### src/rtl/mc_pkg.sv
// Shared encodings for the multicycle controller: ALU ops, opcodes, functs,
// FSM states, instruction classes and datapath mux selects.
package mc_pkg;

    typedef enum logic [2:0] {
        ALU_ADD = 3'b000,
        ALU_SUB = 3'b001,
        ALU_AND = 3'b010,
        ALU_OR  = 3'b011,
        ALU_SRL = 3'b100,
        ALU_SRA = 3'b101
    } alu_op_e;

    typedef enum logic [2:0] {
        S_FETCH  = 3'd0,
        S_DECODE = 3'd1,
        S_EXE    = 3'd2,
        S_MEM    = 3'd3,
        S_WB     = 3'd4
    } state_e;

    typedef enum logic [3:0] {
        C_RTYPE = 4'd0,
        C_ORI   = 4'd1,
        C_LUI   = 4'd2,
        C_LW    = 4'd3,
        C_SW    = 4'd4,
        C_BEQ   = 4'd5,
        C_J     = 4'd6,
        C_JAL   = 4'd7,
        C_JR    = 4'd8,
        C_ILL   = 4'd9
    } iclass_e;

    localparam logic [5:0] OP_RTYPE = 6'b000000;
    localparam logic [5:0] OP_J     = 6'b000010;
    localparam logic [5:0] OP_JAL   = 6'b000011;
    localparam logic [5:0] OP_BEQ   = 6'b000100;
    localparam logic [5:0] OP_ORI   = 6'b001101;
    localparam logic [5:0] OP_LUI   = 6'b001111;
    localparam logic [5:0] OP_LW    = 6'b100011;
    localparam logic [5:0] OP_SW    = 6'b101011;

    localparam logic [5:0] FN_ADDU = 6'b100001;
    localparam logic [5:0] FN_SUBU = 6'b100011;
    localparam logic [5:0] FN_AND  = 6'b100100;
    localparam logic [5:0] FN_OR   = 6'b100101;
    localparam logic [5:0] FN_SRLV = 6'b000110;
    localparam logic [5:0] FN_SRAV = 6'b000111;
    localparam logic [5:0] FN_JR   = 6'b001000;

    localparam logic [1:0] SRCB_RT   = 2'b00;
    localparam logic [1:0] SRCB_ZEXT = 2'b01;
    localparam logic [1:0] SRCB_SEXT = 2'b10;
    localparam logic [1:0] SRCB_LUI  = 2'b11;

    localparam logic [1:0] DST_RT = 2'b00;
    localparam logic [1:0] DST_RD = 2'b01;
    localparam logic [1:0] DST_RA = 2'b10;

    localparam logic [1:0] WD_ALU = 2'b00;
    localparam logic [1:0] WD_MEM = 2'b01;
    localparam logic [1:0] WD_PC4 = 2'b10;

    localparam logic [1:0] NPC_PC4 = 2'b00;
    localparam logic [1:0] NPC_BR  = 2'b01;
    localparam logic [1:0] NPC_JMP = 2'b10;
    localparam logic [1:0] NPC_RS  = 2'b11;

endpackage

### src/rtl/mc_decode.sv
// Combinational instruction classifier. jal/jr are recognised only when
// MC_CTRL_JAL_JR_EN is defined; otherwise they fall through to illegal.
module mc_decode
    import mc_pkg::*;
(
    input  logic [5:0] opcode,
    input  logic [5:0] funct,
    output logic [3:0] iclass,
    output logic [2:0] alu_op,
    output logic       illegal
);

    iclass_e cls;
    alu_op_e op;

    always_comb begin
        cls = C_ILL;
        op  = ALU_ADD;
        case (opcode)
            OP_RTYPE: begin
                cls = C_RTYPE;
                case (funct)
                    FN_ADDU: op = ALU_ADD;
                    FN_SUBU: op = ALU_SUB;
                    FN_AND:  op = ALU_AND;
                    FN_OR:   op = ALU_OR;
                    FN_SRLV: op = ALU_SRL;
                    FN_SRAV: op = ALU_SRA;
`ifdef MC_CTRL_JAL_JR_EN
                    FN_JR:   cls = C_JR;
`endif
                    default: cls = C_ILL;
                endcase
            end
            OP_ORI: begin cls = C_ORI; op = ALU_OR;  end
            OP_LUI: begin cls = C_LUI; op = ALU_ADD; end
            OP_LW:  begin cls = C_LW;  op = ALU_ADD; end
            OP_SW:  begin cls = C_SW;  op = ALU_ADD; end
            OP_BEQ: begin cls = C_BEQ; op = ALU_SUB; end
            OP_J:   cls = C_J;
`ifdef MC_CTRL_JAL_JR_EN
            OP_JAL: cls = C_JAL;
`endif
            default: cls = C_ILL;
        endcase
    end

    assign iclass  = cls;
    assign alu_op  = op;
    assign illegal = (cls == C_ILL);

endmodule

### src/rtl/mc_ctrl.sv
// Multicycle MIPS-subset control FSM (FETCH/DECODE/EXE/MEM/WB).
// Optional jal/jr support is enabled with MC_CTRL_JAL_JR_EN.
module mc_ctrl
    import mc_pkg::*;
(
    input  logic       clk,
    input  logic       reset,
    input  logic [5:0] opcode,
    input  logic [5:0] funct,
    input  logic       zero,
    output logic       ir_we,
    output logic       pc_we,
    output logic       reg_we,
    output logic       mem_we,
    output logic [2:0] alu_op,
    output logic [1:0] alu_src_b,
    output logic [1:0] reg_dst,
    output logic [1:0] wd_sel,
    output logic [1:0] npc_sel,
    output logic       illegal
);

    state_e     state_q, state_d;
    logic [3:0] dec_class;
    logic [2:0] dec_alu_op;
    logic       dec_illegal;
    iclass_e    cls;

    mc_decode u_decode (
        .opcode  (opcode),
        .funct   (funct),
        .iclass  (dec_class),
        .alu_op  (dec_alu_op),
        .illegal (dec_illegal)
    );

    assign cls = iclass_e'(dec_class);

    always_ff @(posedge clk) begin
        if (reset) state_q <= S_FETCH;
        else       state_q <= state_d;
    end

    always_comb begin
        state_d = state_q;
        case (state_q)
            S_FETCH:  state_d = S_DECODE;
            S_DECODE: begin
                case (cls)
                    C_J, C_JR, C_ILL: state_d = S_FETCH;
                    C_JAL:            state_d = S_WB;
                    default:          state_d = S_EXE;
                endcase
            end
            S_EXE: begin
                case (cls)
                    C_BEQ:      state_d = S_FETCH;
                    C_LW, C_SW: state_d = S_MEM;
                    default:    state_d = S_WB;
                endcase
            end
            S_MEM:   state_d = (cls == C_LW) ? S_WB : S_FETCH;
            S_WB:    state_d = S_FETCH;
            default: state_d = S_FETCH;
        endcase
    end

    always_comb begin
        ir_we     = 1'b0;
        pc_we     = 1'b0;
        reg_we    = 1'b0;
        mem_we    = 1'b0;
        alu_op    = ALU_ADD;
        alu_src_b = SRCB_RT;
        reg_dst   = DST_RT;
        wd_sel    = WD_ALU;
        npc_sel   = NPC_PC4;
        illegal   = 1'b0;
        case (state_q)
            S_FETCH: begin
                ir_we = 1'b1;
                pc_we = 1'b1;
            end
            S_DECODE: begin
                illegal = dec_illegal;
                if (cls == C_J) begin
                    pc_we   = 1'b1;
                    npc_sel = NPC_JMP;
                end else if (cls == C_JR) begin
                    pc_we   = 1'b1;
                    npc_sel = NPC_RS;
                end
            end
            S_EXE: begin
                alu_op = dec_alu_op;
                case (cls)
                    C_ORI:      alu_src_b = SRCB_ZEXT;
                    C_LUI:      alu_src_b = SRCB_LUI;
                    C_LW, C_SW: alu_src_b = SRCB_SEXT;
                    default:    alu_src_b = SRCB_RT;
                endcase
                if (cls == C_BEQ) begin
                    pc_we   = zero;
                    npc_sel = NPC_BR;
                end
            end
            S_MEM: mem_we = (cls == C_SW);
            S_WB: begin
                reg_we = 1'b1;
                case (cls)
                    C_RTYPE: reg_dst = DST_RD;
                    C_LW:    wd_sel  = WD_MEM;
                    C_JAL: begin
                        reg_dst = DST_RA;
                        wd_sel  = WD_PC4;
                        pc_we   = 1'b1;
                        npc_sel = NPC_JMP;
                    end
                    default: reg_dst = DST_RT;
                endcase
            end
            default: ;
        endcase
        // Reset masks everything so an aborted instruction never writes.
        if (reset) begin
            ir_we     = 1'b0;
            pc_we     = 1'b0;
            reg_we    = 1'b0;
            mem_we    = 1'b0;
            alu_op    = ALU_ADD;
            alu_src_b = SRCB_RT;
            reg_dst   = DST_RT;
            wd_sel    = WD_ALU;
            npc_sel   = NPC_PC4;
            illegal   = 1'b0;
        end
    end

endmodule
### config.mk
export PLATFORM = sky130hd
export DESIGN_NAME = mc_ctrl
export DESIGN_NICKNAME = d
export VERILOG_FILES = /design/src/rtl/mc_pkg.sv /design/src/rtl/mc_decode.sv /design/src/rtl/mc_ctrl.sv
export SDC_FILE = /design/constraint.sdc
export NUM_CORES = 1
export LEC_CHECK = 0
export ABC_AREA = 0
export CORE_ASPECT_RATIO = 0.9
export CORE_MARGIN = 10
export CORE_UTILIZATION = 40
export CTS_BUF_LIST = sky130_fd_sc_hd__clkbuf_8
export DETAILED_ROUTE_END_ITERATION = 8
export PLACE_DENSITY_LB_ADDON = 0.1
export RECOVER_POWER = 25
export SLEW_MARGIN = 20
export SYNTH_ARGS = -nofsm -noshare
export SYNTH_HDL_FRONTEND = slang
export SYNTH_HIERARCHICAL = 1
export SYNTH_SLANG_ARGS = --single-unit
### constraint.sdc
create_clock -name clk -period 5.6 [get_ports clk]
set_clock_uncertainty 0.2 [all_clocks]
set_input_delay 1.68 -clock clk [delete_from_list [all_inputs] [get_ports clk]]
set_output_delay 1.68 -clock clk [all_outputs]
set_load 0.05 [all_outputs]
### After elaboration in Yosys (flattened, before gate mapping)

Cells that the tools add are included.

| storage, ports and cells | value |
|---|---|
| flip-flop bits (word level) | 3 |
| word-level logic and storage cells | 71 |

| cells by class | value |
|---|---|
| eq/ne operators | 25 |
| mux-type cells | 39 |
| reduce and logical (&&, ||, !) cells | 6 |

Operators by type and width:

| operator | count |
|---|---|
| $eq 6x6->1 const B | 6 |
| $pmux 4 s7 | 1 |
| $mux 2 | 10 |
| $eq 6x3->1 const B | 3 |
| $eq 4x3->1 const B | 4 |
| $pmux 3 s5 | 1 |
| $mux 1 | 14 |
| $eq 6x4->1 const B | 2 |
| $pmux 2 s3 | 2 |
| $pmux 3 s2 | 2 |
| $pmux 3 s4 | 1 |
| $mux 3 | 3 |
| $pmux 3 s3 | 1 |
| $eq 4x2->1 const B | 2 |
| $eq 4x4->1 const B | 2 |
| $pmux 2 s2 | 2 |
| $eq 3x2->1 const B | 2 |
| $eq 6x2->1 const B | 1 |
| $logic_not 6->1 | 1 |
| $reduce_or 6->1 | 1 |
| $eq 4x1->1 const B | 1 |
| $logic_not 4->1 | 1 |
| $mux 4 | 1 |
| $pmux 1 s4 | 1 |
| other kinds (5) | 5 |

### Logic depth before layout (Yosys ltp)

Gate-level depths: netlist of the first run.

| depth | value |
|---|---|
| depth after elaboration | 9 |
| gate-level depth with buffers | 10 |
| mapped depth without buffers | 8 |

### By module

The synthesis of the first run kept the hierarchy.

Modules (own cells, without submodules):

| module | instances | cells each | area each (um^2) | sequential area each (um^2) |
|---|---|---|---|---|
| mc_ctrl | 1 | 68 | 508.0 | 60.1 |
| mc_decode | 1 | 46 | 306.5 | 0.0 |

### Least setup slack after synthesis of the first run

Ideal clock, no wire load.

| timing path | value |
|---|---|
| kind | input-to-output |
| start | input opcode[3] |
| end | output pc_we |
| arrival | 4420 ps |
| slack | -700 ps |
| cell stages on the path | 9 |
| path buffers | 1 |
| path through | buf_6 or4_4 nor3_4 o211ai_1 nand3b_1 nor3b_2 o21ai_2 a211oi_2 or3_1 |

| on the way | value |
|---|---|
| word-level cells in the longest chain between the ends | 7 |
| elaborated cells on any way between the ends | 18 |

Ends and longest elaborated chain:

| item | line | source |
|---|---|---|
| from (decl) | mc_ctrl.sv:8 | `input logic [5:0] opcode,` |
| $eq 6x2->1 (tied with other cells) | mc_decode.sv:19 | `case (opcode)` |
| $pmux 4 s7 * | mc_decode.sv:19 |  |
| net cls[3] | mc_ctrl.sv:27 | `iclass_e cls;` |
| $eq 4x4->1 | mc_ctrl.sv:89 | `end else if (cls == C_JR) begin` |
| $mux 1 | mc_ctrl.sv:89 |  |
| $mux 1 | mc_ctrl.sv:86 | `if (cls == C_J) begin` |
| $pmux 1 s4 * | mc_ctrl.sv:79 | `case (state_q)` |
| $mux 1 * | mc_ctrl.sv:125 | `if (reset) begin` |
| to (decl) | mc_ctrl.sv:12 | `output logic pc_we,` |

The timed path passes the listed nets; every way through them passes the cells marked *.

### Final worst setup path of the first run

Same ends and word-level chain as after synthesis.

==> impl_metrics.tcl, run 1 <==
set metrics [dict create \
    numPortBuffers 30 \
    worst_pin_slew_ns 0.641 \
    drv_cap 0 \
    vias 1119 \
    use_met3_pct 4.66 \
    io_pins 31 \
    core_region_area_sq_um 1930 \
    antenna_found_initial 0 \
    dp.cells 188 \
    cts_buffers 3 \
    biggestRegsByFlops "state_q: 3 flops" \
    final_common_cell "buf_4" \
    drtIter0Drc 70 \
    drive_gt1_share_pct 55.1 \
    setup-violations-final 2 \
    grt_pass1_vias 1227 \
    status "finished with violations" \
    syn_area_per_cell_sq_um 7.15 \
    num-nets-final 194 \
    antenna_cells 0 \
    netlist_instances 114 \
    rows 15 \
    gp_congestion 0.859 \
    endpoint_kind "primary output" \
    synth_top_area_cell "dfxtp_1" \
    postRouteAntennaNets 0 \
    synth_fp_nets 129 \
    grt_pass1_wl_mm 5.62 \
    ctsHoldBuffers 0 \
    yosys_register_bits 3 \
    clock-sinks 3 \
    slew_violations 0 \
    cts_tree "yes" \
    irDropWorstVdd_v 0.000100 \
    layoutNonFillerInstCount 203 \
    slew_headroom_pct 56.9 \
    first_pass_iters 4 \
    ys_async_sr_fraction_pct 0 \
    synthTopCellsByArea "dfxtp_1 7.4%, and3_1 6.1%, buf_6 5.5%" \
    viasPerCell 5.51 \
    setup_ws_ns -0.138 \
    crit_type "input pin to primary output" \
    area_delta_synth_final_pct 107 \
    hold_viol_final 0 \
    globalRouteMet2Util_pct 26.9 \
    tns_ns -0.230 \
    startpoint_type "input pin" \
    clkTransAtPathRegs_ns 0.03 \
    critical_path.max_fanout 4 \
    p_per_area_nw_per_um2 104 \
    final_cell_mix "39 x buf_4, 12 x buf_12, 9 x nand2_1, 8 x nor2_1, 7 x buf_6" \
    reg2reg_depth 4 \
    clock-root-buffer "clkbuf_8" \
    crit_required_ns 3.72 \
    post_drt_wl_per_cell_microns 17.3 \
    synth_edf_count 0 \
    crit_arrival_ns 3.86 \
    max_freq_ghz 0.174 \
    min_path_type "register to register" \
    p_leak_nw 0.726 \
    cts.path.max_buffers 2 \
    synth-seq-area-share_pct 7.37 \
    yosysWarnings 6 \
    final_util_pct 87.1 \
    synthFlopType "dfxtp_1" \
    violations "negative setup slack" \
    synth_cell_types 46 \
    grt_setup_unrepaired "true" \
    finalPower_uw 175 \
    regMostFlops "state_q" \
    initial_utilization_pct 42.1 \
    gr-max-usage-layer "met2" \
    fp.dieH_microns 62.8 \
    fin_crit_sh_pct 102 \
    overflow 0 \
    hold-worst-slack_ns 0.578 \
    clock_latency_ns 0.22 \
    drc 0 \
    track_usage_pct 16.1 \
    fp.dieW_microns 67.6 \
    routed_wl_mm 3.51 \
    grt_start_max_net_pins 12 \
    hold_depth 2 \
    synth_top_area_share_pct 7.37 \
    die_area_sq_um 4240 \
    synth_area_sq_um 815 \
    largest_register_ff_count 3 \
    timing.final.crit_period_ns 5.74 \
    grt_util_met1_pct 17.5 \
    cts_htree_levels 1 \
    dpl.hpwl_mm 2.23 \
]
==> cell families (layout without fill, tap and decap cells) <==
kind of cell / after synthesis / in the layout / share of synthesized area [%]
compound gates: 21 / 21 / 18.0
xor+xnor: 6 / 6 / 7.37
buf+inv: 13 / 77 / 10.4
flops: 3 / 3 / 7.37
mux: 1 / 1 / 1.23
simple gates: 70 / 70 / 55.6
==> area by class of cell <==
class                   count  area, sq um
fillers                    94          250
inverters                   4         15.0
well taps                  25         31.3
flip-flops and latches      3         60.1
repair buffers             69          714
clock buffers               3         41.3
clock inverters             1         3.75
multi-input cells          98          817
==> power by group <==
part           switching (mW)  internal (mW)  total (mW)
Combinational          0.0424         0.0431      0.0855
Sequential            0.00331         0.0225      0.0258
Clock                  0.0169         0.0469      0.0638
==> routing by layer <==
metal | routed length [microns] | up-vias
met1 | 1500 | 534
met2 | 1690 | 33
met5 | 0 | -
li1 | - | 540
met3 | 187 | 12
met4 | 127 | 0
==> metrics by stage <==
stage               setup slack, ns  area (sq um)
CTS                          -0.161          1590
floorplan                    -0.489           841
finish                       -0.138          1680
detailed placement           -0.501          1420
global placement             -0.378          1420
global route                 -0.208          1680
==> cells in the mapped netlist (2+ instances only) <==
cell type / number
nand3b_1: 4
nor3_1: 7
xor2_1: 2
buf_6: 4
nand2b_1: 2
buf_2: 4
o21ai_2: 2
nor3b_1: 2
o21ai_0: 6
inv_1: 4
dfxtp_1: 3
xnor2_1: 3
nand4b_1: 2
nor4b_2: 2
nand2_1: 10
nor2_1: 11
nor2b_1: 2
and3_1: 8
and2b_1: 2
and2_1: 3
a21oi_1: 3
nand3_1: 4
==> worst paths after layout <==
path	startpoint	endpoint	slack, ns
min reg2reg	state_q[0]$_SDFF_PP0_	state_q[1]$_SDFF_PP0_	0.58
max reg2reg	state_q[1]$_SDFF_PP0_	state_q[1]$_SDFF_PP0_	3.85
max	opcode[3]	pc_we	-0.14
min	state_q[0]$_SDFF_PP0_	state_q[1]$_SDFF_PP0_	0.58
==> what timing repair did <==
action                     in CTS  in global routing
setup endpoints to repair      10                  8
gates resized for setup        41                 19
pin swaps                       8                 13
buffers inserted                7                  5
==> worst max-delay path, stage by stage <==
cell	delay, ns
buf_6	0.09
or4_4	0.54
nor3_4	0.14
o211ai_1	0.13
nand3b_1	0.19
and3b_2	0.27
o21ai_4	0.16
a211oi_4	0.08
or3_4	0.39
buf_12	0.16
Note: power is estimated with default switching activity, not from simulation.
==> run 2, diff against run 1 <==
--- a/config.mk
+++ b/config.mk
@@ -11,6 +11,7 @@
 export CORE_UTILIZATION = 40
 export CTS_BUF_LIST = sky130_fd_sc_hd__clkbuf_8
 export DETAILED_ROUTE_END_ITERATION = 8
+export GPL_ROUTABILITY_DRIVEN = 1
 export PLACE_DENSITY_LB_ADDON = 0.1
 export RECOVER_POWER = 25
 export SLEW_MARGIN = 20
==> results of run 2 <==
Same layout as run 1: the final DEF is identical, and so are final timing and power.
==> run 3, diff against run 2 <==
--- a/config.mk
+++ b/config.mk
@@ -6,6 +6,7 @@
 export NUM_CORES = 1
 export LEC_CHECK = 0
 export ABC_AREA = 0
+export CAP_MARGIN = 30
 export CORE_ASPECT_RATIO = 0.9
 export CORE_MARGIN = 10
 export CORE_UTILIZATION = 40
@@ -19,3 +20,4 @@
 export SYNTH_HDL_FRONTEND = slang
 export SYNTH_HIERARCHICAL = 1
 export SYNTH_SLANG_ARGS = --single-unit
+export TNS_END_PERCENT = 30
==> run 3 against run 2 <==
Net effect: the run still ends with negative setup slack left; maximum frequency fell by 1.6%; global-route usage fell by 1.7 points; largest power group unchanged; count of clock-buffer cells in the layout did not move; critical path type unchanged; sequential share of layout area barely moved; routed wire length rose by 6.5%; register-to-register slack improved by 0.04 ns; core utilization rose by 0.39 points; sequential power barely moved; highest routed layer unchanged; total power fell by 1.2%.
==> impl_metrics.tcl, run 3 (synthesis results as in run 1) <==
set metrics [dict create \
    combPwrFrac_pct 49.6 \
    initial_utilization_pct 42.1 \
    clock_latency_ns 0.22 \
    min_path_type "register to register" \
    numPortBuffers 30 \
    r2r_end "state_q[1]$_SDFF_PP0_" \
    drv_cap 0 \
    area_delta_synth_final_pct 108 \
    grt_pass1_wl_mm 4.99 \
    post_drt_wl_per_cell_microns 18.0 \
    violations "negative setup slack" \
    drtIter0Drc 89 \
    dpl.hpwl_mm 2.22 \
    cts_buffers 3 \
    critical_path.max_fanout 3 \
    p_switching_uw 60.6 \
    clock-sinks 3 \
    grt_setup_unrepaired "true" \
    overflow 0 \
    worst_pin_slew_ns 0.583 \
    hold-worst-slack_ns 0.569 \
    clkTransAtPathRegs_ns 0.03 \
    netSwitchingFraction_pct 35.1 \
    dpl_cell_area_sq_um 1400 \
    final_common_cell "buf_4" \
    grt_start_max_net_pins 12 \
    gp_congestion 0.881 \
    final_cell_mix "40 x buf_4, 13 x buf_12, 9 x nand2_1, 8 x nor2_1, 8 x buf_6" \
    grt_pass1_vias 1108 \
    hold_viol_final 0 \
    crit_required_ns 3.72 \
    irDropWorstVdd_v 0.0000739 \
    fp.dieH_microns 62.8 \
    cts.path.max_buffers 2 \
    internal-power_uw 112 \
    core_region_area_sq_um 1930 \
    reg2reg_depth 4 \
    p_per_area_nw_per_um2 102 \
    regMostFlops "state_q" \
    tns_ns -0.682 \
    setup-violations-final 8 \
    vias 1171 \
    fp.dieW_microns 67.6 \
    track_usage_pct 14.4 \
    drive_gt1_share_pct 53.3 \
    fillers 104 \
    design_area_sq_um 1690 \
    hold_end "state_q[1]$_SDFF_PP0_" \
    cts_tree "yes" \
    min-delay-start "state_q[0]$_SDFF_PP0_" \
    crit_type "input pin to primary output" \
    status "finished with violations" \
    routed_wl_mm 3.74 \
    antenna_cells 0 \
    r2r-start "state_q[1]$_SDFF_PP0_" \
    viasPerCell 5.66 \
    clock-root-buffer "clkbuf_8" \
    p_leak_nw 0.735 \
    rows 15 \
    postRouteAntennaNets 0 \
    io_pins 31 \
    biggestRegsByFlops "state_q: 3 flops" \
    max_freq_ghz 0.171 \
    ctsHoldBuffers 0 \
    clkPwrFrac_pct 35.5 \
    rrSetupSlack_ns 3.89 \
    crit_arrival_ns 3.95 \
    first_pass_iters 4 \
    slew_violations 0 \
    fin_crit_sh_pct 104 \
    finalPower_uw 173 \
    startpoint_type "input pin" \
    cts_htree_levels 1 \
    timing.final.crit_period_ns 5.83 \
    endpoint_kind "primary output" \
    setup_ws_ns -0.233 \
    slew_headroom_pct 60.8 \
    drc 0 \
    hold_depth 2 \
    die_area_sq_um 4240 \
    p_seq_share_pct 14.9 \
    largest_register_ff_count 3 \
    num-nets-final 198 \
    antenna_found_initial 0 \
]
## run 3: timing repair
item                       4_1_cts  5_1_grt
buffers inserted                11        7
pin swaps                       13       19
gates resized for setup         32       31
setup endpoints to repair       10       10
## run 3: power groups by stage
stage	Sequential, mW	Clock [mW]	Combinational, mW
2_1_floorplan	0.0231	0	0.0380
3_3_place_gp	0.0258	0	0.0660
3_5_place_dp	0.0259	0	0.0676
4_1_cts	0.0256	0.0630	0.0731
5_1_grt	0.0260	0.0626	0.0907
6_report	0.0258	0.0614	0.0858
## run 3: layout make-up
class	instances	area, sq um	area share (%)
Clock inverter	1	3.75	0.222
Clock buffer	3	41.3	2.44
Tap cell	25	31.3	1.85
Sequential cell	3	60.1	3.55
Inverter	4	15.0	0.888
Timing Repair Buffer	73	761	45.0
Multi-Input combinational cell	98	778	46.0
## run 3: how the worst max path moves through the flow
stage,slack (ns),startpoint,endpoint,cells past startpoint
finish,-0.23,opcode[1],pc_we,11
global route,-0.35,opcode[1],pc_we,11
CTS,-0.16,opcode[1],pc_we,10
detailed placement,-0.47,opcode[2],pc_we,10
global placement,-0.38,opcode[2],pc_we,10
floorplan,-0.49,opcode[3],pc_we,9
## run 3: routing by layer
layer | GRT usage (%) | part of all wire (%) | vias to the layer above
li1 | - | - | 551
met1 | 17.1 | 41 | 555
met2 | 23.4 | 47 | 51
met3 | 3.58 | 7.6 | 14
met4 | 6.15 | 3.7 | 0
met5 | 0 | 0 | -
## run 3: per-stage QoR
step | utilization [%] | setup WS, ns | instances
2_1_floorplan | - | -0.493 | 114
3_3_place_gp | 72.5 | -0.377 | 186
3_5_place_dp | 72.5 | -0.466 | 186
4_1_cts | 80.1 | -0.165 | 201
5_1_grt | 87.4 | -0.348 | 207
6_report | 87.4 | -0.233 | 207
## run 3: worst max-delay path: stages
cell and delay, ns:
buf_6 0.10, or4_4 0.54, nor3_4 0.14, o211ai_1 0.17, nand3b_1 0.19, buf_4 0.13, and3b_1 0.19, o21ai_2 0.18
a211oi_4 0.08, or3_4 0.39, buf_12 0.16
